<file path="config.mk">
export PLATFORM = sky130hd
export DESIGN_NAME = pdm_capture
export DESIGN_NICKNAME = d
export VERILOG_FILES = /design/src/rtl/pdm_capture.sv
export SDC_FILE = /design/constraint.sdc
export NUM_CORES = 1
export LEC_CHECK = 0
export CORE_MARGIN = 2
export CORE_UTILIZATION = 60
export CTS_CLUSTER_DIAMETER = 100
export DETAILED_ROUTE_END_ITERATION = 16
export DONT_BUFFER_PORTS = 1
export PLACE_DENSITY_LB_ADDON = 0.12
export SLEW_MARGIN = 20
export SYNTH_ARGS = -nofsm -noshare
export SYNTH_HDL_FRONTEND = slang
export SYNTH_SLANG_ARGS = --single-unit
export TNS_END_PERCENT = 1
</file>
<file path="constraint.sdc">
create_clock -name clk -period 5.8 [get_ports clk]
set_input_delay 0.29 -clock clk [delete_from_list [all_inputs] [get_ports clk]]
set_output_delay 0.29 -clock clk [all_outputs]
set_load 0.1 [all_outputs]
</file>
<file path="src/rtl/pdm_capture.sv">
// PDM microphone capture: discards start-up bits, then packs the bit stream
// LSB-first into MEM_WIDTH-bit words written round-robin into a delay buffer.
module pdm_capture #(
  parameter int MEM_WIDTH     = 16,
  parameter int MEM_DEPTH     = 65536,
  parameter int SETTLE_CYCLES = 1500
) (
  input  logic                         clk,
  input  logic                         rst_n,
  input  logic                         enable,
  input  logic                         PDM_in,
  output logic [MEM_WIDTH-1:0]         write_data,
  output logic [$clog2(MEM_DEPTH)-1:0] write_address,
  output logic                         write_en,
  output logic                         primed
);

  localparam int AW = $clog2(MEM_DEPTH);
  localparam int BW = (MEM_WIDTH < 2) ? 1 : $clog2(MEM_WIDTH);
  localparam int CW = (SETTLE_CYCLES < 2) ? 1 : $clog2(SETTLE_CYCLES);
  localparam int CNT_END = (SETTLE_CYCLES == 0) ? 0 : SETTLE_CYCLES - 1;

  localparam logic [BW-1:0] BIDX_LAST = BW'(MEM_WIDTH - 1);
  localparam logic [AW-1:0] ADDR_LAST = AW'(MEM_DEPTH - 1);
  localparam logic [CW-1:0] CNT_LAST  = CW'(CNT_END);

  typedef enum logic [1:0] {
    IDLE,
    SETTLE,
    CAPTURE
  } state_e;

  state_e               state_q, state_d;
  logic [CW-1:0]        cnt_q, cnt_d;
  logic [BW-1:0]        bidx_q, bidx_d;
  logic [MEM_WIDTH-1:0] shift_q, shift_d;
  logic [MEM_WIDTH-1:0] wdata_q, wdata_d;
  logic [AW-1:0]        addr_q, addr_d;
  logic                 wen_q, wen_d;
  logic                 primed_q, primed_d;
  logic                 clr;

  always_comb begin
    state_d  = state_q;
    cnt_d    = cnt_q;
    bidx_d   = bidx_q;
    shift_d  = shift_q;
    wdata_d  = wdata_q;
    addr_d   = addr_q;
    wen_d    = 1'b0;
    primed_d = primed_q;
    clr      = 1'b0;
    unique case (state_q)
      IDLE: begin
        if (enable) begin
          state_d = SETTLE;
          cnt_d   = '0;
        end
      end
      SETTLE: begin
        if (!enable) begin
          clr = 1'b1;
        end else begin
          cnt_d = cnt_q + 1'b1;
          if (SETTLE_CYCLES == 0 || cnt_q == CNT_LAST) begin
            state_d = CAPTURE;
          end
        end
      end
      CAPTURE: begin
        if (!enable) begin
          clr = 1'b1;
        end else begin
          shift_d[bidx_q] = PDM_in;
          if (bidx_q == BIDX_LAST) begin
            wdata_d = {PDM_in, shift_q[MEM_WIDTH-2:0]};
            wen_d   = 1'b1;
            bidx_d  = '0;
          end else begin
            bidx_d = bidx_q + 1'b1;
          end
          // Address advances as each write cycle ends
          if (wen_q) begin
            addr_d = addr_q + 1'b1;
            if (addr_q == ADDR_LAST) begin
              primed_d = 1'b1;
            end
          end
        end
      end
      default: begin
        state_d = IDLE;
      end
    endcase
    // Dropping enable wins; a write already on the bus still completes
    if (clr) begin
      state_d  = IDLE;
      cnt_d    = '0;
      bidx_d   = '0;
      shift_d  = '0;
      addr_d   = '0;
      primed_d = 1'b0;
    end
  end

  always_ff @(posedge clk or negedge rst_n) begin
    if (!rst_n) begin
      state_q  <= IDLE;
      cnt_q    <= '0;
      bidx_q   <= '0;
      shift_q  <= '0;
      wdata_q  <= '0;
      addr_q   <= '0;
      wen_q    <= 1'b0;
      primed_q <= 1'b0;
    end else begin
      state_q  <= state_d;
      cnt_q    <= cnt_d;
      bidx_q   <= bidx_d;
      shift_q  <= shift_d;
      wdata_q  <= wdata_d;
      addr_q   <= addr_d;
      wen_q    <= wen_d;
      primed_q <= primed_d;
    end
  end

  assign write_data    = wdata_q;
  assign write_address = addr_q;
  assign write_en      = wen_q;
  assign primed        = primed_q;

endmodule

</file>
==> results of run 1 <==
-- sequential cells by signal, indices dropped and copies added (netlist names) --
signal         count
write_data        16
primed             1
bidx_q             4
cnt_q             11
write_address     16
write_en           1
state_q            2
shift_q           15
-- logic make-up after synthesis --
| group | after synthesis |
|---|---|
| mux | 24 |
| fa+ha+maj | 9 |
| simple gates | 117 |
| xor+xnor | 12 |
| compound gates | 62 |
| flops | 66 |
| buf+inv | 19 |
-- power by group through the flow --
stage / sequential, uW / clock, uW / combinational (uW)
after CTS: 509 / 388 / 245
after detailed placement: 518 / 0 / 231
final: 509 / 378 / 242
after global routing: 514 / 411 / 275
after floorplan: 512 / 0 / 194
after global placement: 517 / 0 / 224
-- what timing repair did --
item                                   CTS  global route
endpoints found under the hold margin   66             0
setup buffers                            0             0
hold buffers                             2             0
-- final timing paths --
kind                             startpoint                 to  slack [ps]  cells past startpoint
hold reg to reg                  shift_q[7]      write_data[7]         500                      1
min in group asynchronous             rst_n          cnt_q[10]         500                      2
hold / removal                       PDM_in         shift_q[9]          90                      2
max in group asynchronous             rst_n           cnt_q[1]        5010                      2
setup reg to reg           write_address[0]  write_address[10]        3270                      5
setup / recovery           write_address[0]  write_address[10]        3270                      5
-- through the flow --
step / instances / hold WS [ps]
final: 385 / 89.2
after CTS: 385 / 74.2
after global routing: 385 / 70.5
after detailed placement: 367 / -4.20
after floorplan: 309 / -5.59
after global placement: 367 / -3.68
-- cell usage in the layout, fill, tap and decap left out, drive strengths merged, types with 3 or more instances in the layout --
cell type	n
and3	3
xor2	6
nand3	15
a21oi	22
nand2	32
ha	9
clkbuf	11
nor3	6
mux2	17
inv	6
mux2i	7
nand2b	5
o21ai	19
nand4	7
dfrtp	66
xnor2	6
clkinv	4
or3	6
nor2	32
-- per-layer routing --
metal / vias to the layer above / GRT usage (%) / wire length, um
met4: 0 / 11.3 / 113
met1: 1136 / 30.6 / 2830
met5: - / 0 / 0
li1: 1109 / - / -
met2: 40 / 35.9 / 2760
met3: 10 / 4.59 / 259
-- area by class of cell --
cell class	instances	area share [%]
Inverter	6	0.651
Clock inverter	5	1.55
Tap cell	70	2.53
Clock buffer	11	4.09
Sequential cell	66	47.7
Multi-Input combinational cell	224	42.2
Timing Repair Buffer	3	1.30
==> flow_summary.ini, run 1 <==
[layout]
final-seq-area_sq_mm = 0.00165
layout-area-overhead-vs-synth_pct = 7.92
utilization_pct = 67.3
post-route-cell-area_sq_mm = 0.00346
fillCellCount = 423
post_route_cells_drive_above_1_share_pct = 13.3
multi_input_area_sq_mm = 0.00146
finish.net_count = 323
antenna_cells_inserted = 0

[placed_design]
gp_routability_congestion = 0.776
port_buffers = 0
pre_cts_ws_ps = 3270
post_dp_hpwl_um = 3940
detailed_place.area_sq_mm = 0.00323

[sta]
finalHoldViolations = 0
max_freq_mhz = 395
rsz0062_at_grt = no
timing_max_transition_violations_final = 0
fin_ws_ps = 3270
max-slew-margin-rel_pct = 26.3
finalSetupViolCount = 0
finalWorstPathRequiredPeriod_ps = 2530
finalCritPeriodShare_pct = 43.7
worstMarginPinSlew_ps = 1100
totalNegativeSetupSlack_ps = 0
final.setup_skew_ps = 5.75

[power]
power.density_cell_area_mw_per_mm2 = 326
p_comb_share_pct = 21.4
total_switching_power_uw = 358
share_seq_of_total_power_pct = 45.1
finalPower_uw = 1130
pwr-share-clk_pct = 33.5
p_sw_share_pct = 31.7
peakVddDrop_uv = 176
leakagePower_uw = 0.00154
cell_internal_pwr_uw = 771

[setup_path]
cp_top_family = flip-flops
cp.required_ps = 6020
cp_cell_sequence = ha_1 > nand2_1 > a2111oi_4 > a31oi_1 > a41o_1
critical_path.slowest_cell = sky130_fd_sc_hd__dfrtp_1
path_max_fanout = 8
timing.critical_path.to_type = flip-flop
timing.setup.critical_path_class = reg2reg
worst_path_largest_cell_delay_ps = 1000
crit_path_start_kind = flip-flop
path_buf_inv = 0
critPathArrivalTime_ps = 2760

[floorplan]
core_region_area_sq_mm = 0.00514
io_pins = 38
die_area_sq_mm = 0.00595
die_w_um = 77.1
core.rowCount = 26
dieHeight_um = 77.1
start_util_pct = 62.4

[grt]
grt_start_max_net_pins = 67
grt_util_all_layers_pct = 22.9
grt_pass1_vias = 2324
wire_length_of_the_first_global_routing_pass_um = 10800
overflow = 0
grt_antenna_before_repair = 0

[yosys]
synthTopCellsByArea = sky130_fd_sc_hd__dfrtp_1 (52%), sky130_fd_sc_hd__mux2_2 (6.0%), sky130_fd_sc_hd__nand2_1 (3.7%), sky130_fd_sc_hd__nor2_1 (3.6%), sky130_fd_sc_hd__ha_1 (3.5%)
synthAdderAreaFrac_pct = 3.51
avgSynthCellArea_sq_um = 10.4
synth-simple-area-share_pct = 18.1
post_synth_arst_share_pct = 100
synthesis.yosys.warnings = 0
synth_top_family_by_area = simple AND/OR/NAND/NOR gates
synth-seq-cells = 66
synthDominantAreaCellType = sky130_fd_sc_hd__dfrtp_1
leading_cell_type_by_number_of_instances_after_synthesis = sky130_fd_sc_hd__dfrtp_1
synth_compound_area_share_pct = 12.4
synth.top_cells.by_count = sky130_fd_sc_hd__dfrtp_1 (66), sky130_fd_sc_hd__nand2_1 (32), sky130_fd_sc_hd__nor2_1 (31)
postSynthNetCount = 322
ys_dominant_reg_cell = sky130_fd_sc_hd__dfrtp_1
synthesis.area_sq_mm = 0.00321
synth_seq_area_share_pct = 51.5
synth_cell_type_count = 48
synth_enable_flop_cells = 0
xor_xnor_fraction_of_synth_area_pct = 3.28
synthMuxAreaShare_pct = 8.15
synthCells = 309
synthDominantCellAreaShare_pct = 51.5

[drt]
firstDrtPassIters = 4
final_antenna_net_count = 0
routed_wl_um = 5970
post_drt_wl_per_cell_um = 15.5
drc = 0
initialDrtViolationCount = 130
num_vias = 2295
routed_via_density = 5.96

[job]
max_cap_viol_count = 0

[clock_tree]
cts.sink_count = 66
worst_setup_hold_path_clk_slew_ps = 70
cts-htree-levels = 3
clock_tree.root_cell = sky130_fd_sc_hd__clkbuf_8
tritoncts.num_buffers = 9
postCtsResizedCells = 0
later_pin_clock_latency_in_the_skew_report_ps = 330
clockBufferDepth = 2
tritoncts = built

[hold_path]
holdCritPathClass = in2reg

[run_status]
outcome = finished, final reports clean
No activity file was read; power rests on OpenSTA's default activity.
==> run 2, diff against run 1 <==
--- a/config.mk
+++ b/config.mk
@@ -6,7 +6,7 @@
 export NUM_CORES = 1
 export LEC_CHECK = 0
 export CORE_MARGIN = 2
-export CORE_UTILIZATION = 60
+export CORE_UTILIZATION = 57
 export CTS_CLUSTER_DIAMETER = 100
 export DETAILED_ROUTE_END_ITERATION = 16
 export DONT_BUFFER_PORTS = 1
==> constraint.sdc (replaced) <==
create_clock -name clk -period 2.2 [get_ports clk]
set_input_delay 0.11 -clock clk [delete_from_list [all_inputs] [get_ports clk]]
set_output_delay 0.11 -clock clk [all_outputs]
set_load 0.1 [all_outputs]
==> flow_summary.ini, run 2 (synthesis results as in run 1) <==
[run_status]
outcome = finished, final reports clean

[layout]
finish.net_count = 368
fillCellCount = 441
post_route_cells_drive_above_1_share_pct = 25.0
antenna_cells_inserted = 0
most-common-layout-cells = sky130_fd_sc_hd__dfrtp_1 (59), sky130_fd_sc_hd__buf_4 (44), sky130_fd_sc_hd__nand2_1 (32)
layout.cells.most_common = sky130_fd_sc_hd__dfrtp_1
layout-area-overhead-vs-synth_pct = 19.0

[setup_path]
cp_cell_sequence = inv_1 > ha_1 > nand2b_4 > a211o_1 > or4_1 > a21oi_1
cp.required_ps = 2460
timing.setup.critical_path_class = reg2reg
critPathArrivalTime_ps = 2260
critical_path.slowest_cell = sky130_fd_sc_hd__or4_1
path_max_fanout = 15
worst_path_largest_cell_delay_ps = 410
crit_path_start_kind = flip-flop
timing.critical_path.to_type = flip-flop

[grt]
grt_start_max_net_pins = 67
overflow = 0
grt_pass1_vias = 2382
grt_util_all_layers_pct = 22.6
grt_antenna_before_repair = 0
wire_length_of_the_first_global_routing_pass_um = 11000

[floorplan]
dieHeight_um = 79.0
core.rowCount = 27
core_region_area_sq_mm = 0.00547
die_w_um = 79.0
io_pins = 38
start_util_pct = 58.6
die_area_sq_mm = 0.00624

[power]
leakagePower_uw = 0.00176
power.density_cell_area_mw_per_mm2 = 803
peakVddDrop_uv = 444

[sta]
worstMarginPinSlew_ps = 595
totalNegativeSetupSlack_ps = 0
final.setup_skew_ps = 6.61
max_freq_mhz = 501
finalSetupViolCount = 0
finalHoldViolations = 0
finalWorstPathRequiredPeriod_ps = 2000
worst_hold_slack_ps = 17.1
finalCritPeriodShare_pct = 90.8
timing_max_transition_violations_final = 0
rsz0062_at_grt = no
max-slew-margin-rel_pct = 60.2

[drt]
routed_via_density = 5.62
post_drt_wl_per_cell_um = 14.7
num_vias = 2429
routed_wl_um = 6370
initialDrtViolationCount = 143
firstDrtPassIters = 4
drc = 0
final_antenna_net_count = 0

[clock_tree]
worst_setup_hold_path_clk_slew_ps = 70
cts.sink_count = 66
later_pin_clock_latency_in_the_skew_report_ps = 340
postCtsSetupBuffers = 0
tritoncts.num_buffers = 9
tritoncts = built
clockBufferDepth = 2
clock_tree.root_cell = sky130_fd_sc_hd__clkbuf_8
cts-htree-levels = 3

[placed_design]
port_buffers = 0
post_dp_hpwl_um = 4260
gp_routability_congestion = 0.804

[job]
max_cap_viol_count = 0

[hold_path]
holdCritPathClass = in2reg
-- run 2: stage by stage --
stage          std cells  cell area [sq um]  util, %  setup WS [ps]  total power [uW]
6_report             432               3820     69.8            203              3070
4_1_cts              432               3820     69.8            237              3100
3_3_place_gp         412               3560     65.1            358              2010
2_1_floorplan        309               3220        -           2.77              1860
3_5_place_dp         412               3560     65.1            256              2020
5_1_grt              432               3820     69.8            105              3240
-- run 2: what timing repair did --
item,4_1_cts,5_1_grt
hold endpoints to repair,87,0
hold buffers,4,0
gates resized for setup,0,0
-- run 2: final cells by class --
| type | count | area (sq um) | area share, % |
|---|---|---|---|
| flip-flops and latches | 66 | 1660 | 43.5 |
| multi-input cells | 224 | 1460 | 38.2 |
| repair buffers | 48 | 388 | 10.2 |
| clock buffers | 14 | 163 | 4.26 |
| well taps | 72 | 90.1 | 2.36 |
| clock inverters | 2 | 35.0 | 0.918 |
| inverters | 6 | 22.5 | 0.590 |
-- run 2: report_power, final --
group / total [uW] / leakage [uW] / switching (uW) / internal [uW]
logic: 693 / 0.000759 / 443 / 250
clock network: 1020 / 0.000101 / 436 / 585
registers: 1350 / 0.000905 / 72.5 / 1280
-- run 2: metal layers --
metal,vias to the layer above,wire length (um),share of wire (%),GRT usage [%]
met5,-,0,0,0
met4,0,100,1.6,11.0
met3,11,341,5.4,5.68
met2,43,2970,47,33.6
met1,1182,2960,46,31.1
li1,1193,-,-,-
-- run 2: worst paths after layout --
kind | start | endpoint | slack, ps | cells past startpoint
setup reg to reg | state_q[0] | write_address[11] | 200 | 6
min in group asynchronous | rst_n | cnt_q[1] | 300 | 2
hold / removal | enable | write_address[0] | 20 | 2
max in group asynchronous | rst_n | write_address[0] | 1580 | 2
hold reg to reg | shift_q[4] | write_data[4] | 500 | 1
setup / recovery | state_q[0] | write_address[11] | 200 | 6
-- run 2: critical path, delay by kind of cell (launching register included) --
kind	cells	cell delay [ps]
buf+inv	1	80
simple gates	2	580
fa+ha+maj	1	380
compound gates	2	510
flops	1	380
==> run 3, diff against run 2 <==
--- a/config.mk
+++ b/config.mk
@@ -11,6 +11,7 @@
 export DETAILED_ROUTE_END_ITERATION = 16
 export DONT_BUFFER_PORTS = 1
 export PLACE_DENSITY_LB_ADDON = 0.12
+export RECOVER_POWER = 50
 export SLEW_MARGIN = 20
 export SYNTH_ARGS = -nofsm -noshare
 export SYNTH_HDL_FRONTEND = slang
==> flow_summary.ini, run 3 (synthesis results as in run 1) <==
[power]
p_comb_share_pct = 22.6
power.density_cell_area_mw_per_mm2 = 816
peakVddDrop_uv = 444
p_sw_share_pct = 31.0
pwr-share-clk_pct = 33.4
total_switching_power_uw = 951
cell_internal_pwr_uw = 2110
leakagePower_uw = 0.00169
finalPower_uw = 3060
share_seq_of_total_power_pct = 44.1

[job]
max_cap_viol_count = 0

[setup_path]
critical_path.slowest_cell = sky130_fd_sc_hd__or4_1
reg2reg_slack_ps = 210
worst_setup_sp = state_q[0]
cp.required_ps = 2460
crit_path_start_kind = flip-flop
path_max_fanout = 15
critical_path.reg2reg.endpoint = write_address[11]
timing.critical_path.to_type = flip-flop
timing.reg2reg.worst_path_depth = 6
cp_cell_sequence = inv_1 > ha_1 > nand2b_4 > a211o_1 > or4_1 > a21oi_1
worst_setup_path_end = write_address[11]
timing.setup.critical_path_class = reg2reg
critPathArrivalTime_ps = 2250
critical_path.reg2reg.startpoint = state_q[0]
worst_path_largest_cell_delay_ps = 410

[clock_tree]
clock_tree.root_cell = sky130_fd_sc_hd__clkbuf_8
tritoncts.num_buffers = 9
tritoncts = built
cts.sink_count = 66
postCtsSetupBuffers = 0
cts-htree-levels = 3
clockBufferDepth = 2
worst_setup_hold_path_clk_slew_ps = 70
postCtsResizedCells = 0
later_pin_clock_latency_in_the_skew_report_ps = 340
hold_buffers = 4

[drt]
drc = 0
routed_wl_um = 6360
initialDrtViolationCount = 144
post_drt_wl_per_cell_um = 14.7
final_antenna_net_count = 0
routed_via_density = 5.61
num_vias = 2423
firstDrtPassIters = 4

[floorplan]
dieHeight_um = 79.0
die_w_um = 79.0
start_util_pct = 58.6
io_pins = 38
core_region_area_sq_mm = 0.00547
die_area_sq_mm = 0.00624
core.rowCount = 27

[grt]
grt_pass1_vias = 2382
grt_start_max_net_pins = 67
grt_antenna_before_repair = 0
groute.layer.met3.usage_pct = 5.68
busiest_layer = met2
overflow = 0
met2_usage_pct = 33.6
wire_length_of_the_first_global_routing_pass_um = 11000
grt_util_met1_pct = 31.1
grt_util_all_layers_pct = 22.6

[hold_path]
holdCritPathClass = in2reg
worstHoldPathCells = 2

[run_status]
outcome = finished, final reports clean

[sta]
rsz0062_at_grt = no
finalHoldViolations = 0
finalSetupViolCount = 0
worstMarginPinSlew_ps = 1270
max_freq_mhz = 503
fin_ws_ps = 211
finalWorstPathRequiredPeriod_ps = 1990
totalNegativeSetupSlack_ps = 0
final.setup_skew_ps = 6.84
max-slew-margin-rel_pct = 15.5
timing_max_transition_violations_final = 0
finalCritPeriodShare_pct = 90.4

[placed_design]
gp_routability_congestion = 0.804
detailed_place.area_sq_mm = 0.00356
post_dp_hpwl_um = 4260
port_buffers = 0
pre_cts_ws_ps = 256

[layout]
finish.net_count = 368
layout-area-overhead-vs-synth_pct = 17.1
most-common-layout-cells = sky130_fd_sc_hd__dfrtp_1 (59), sky130_fd_sc_hd__nand2_1 (32), sky130_fd_sc_hd__nor2_1 (31)
antenna_cells_inserted = 0
post_route_cells_drive_above_1_share_pct = 20.3
post-route-cell-area_sq_mm = 0.00375
layout.cells.most_common = sky130_fd_sc_hd__dfrtp_1
## run 3: worst max-delay path: cells and delay by family (launching register included)
family,cells,cell delay [ps]
fa+ha+maj,1,370
compound gates,2,510
buf+inv,1,80
simple gates,2,570
flops,1,380
## run 3: worst min-delay path by stage
stage | start | end | slack [ps]
2_1_floorplan | rst_n | bidx_q[0] | -190
5_1_grt | enable | write_address[0] | 40
3_3_place_gp | rst_n | cnt_q[8] | -180
6_report | enable | write_address[0] | 10
4_1_cts | enable | write_address[0] | 3
3_5_place_dp | rst_n | cnt_q[8] | -180
## run 3: stage by stage
step	hold slack, ps	instances	utilization (%)
4_1_cts	3.34	432	69.8
3_5_place_dp	-184	412	65.1
2_1_floorplan	-186	309	-
6_report	14.9	432	68.6
3_3_place_gp	-184	412	65.1
5_1_grt	36.4	432	68.6
## run 3: routing by layer
metal,vias to the layer above,routed length [um]
met5,-,0
met1,1175,2950
met2,45,2950
li1,1192,-
met4,0,100
met3,11,356
## run 3: final cells by class
type	count	area, sq um
Fill cell	454	1720
Timing Repair Buffer	48	324
Clock inverter	2	35.0
Multi-Input combinational cell	224	1460
Clock buffer	14	163
Tap cell	72	90.1
Inverter	6	22.5
Sequential cell	66	1660
## run 3: power by group through the flow
stage	registers, uW	logic, uW	clock network (uW)
after global placement	1360	642	0
after detailed placement	1370	654	0
after global routing	1360	779	1100
after CTS	1350	699	1050
final	1350	691	1020
after floorplan	1350	512	0
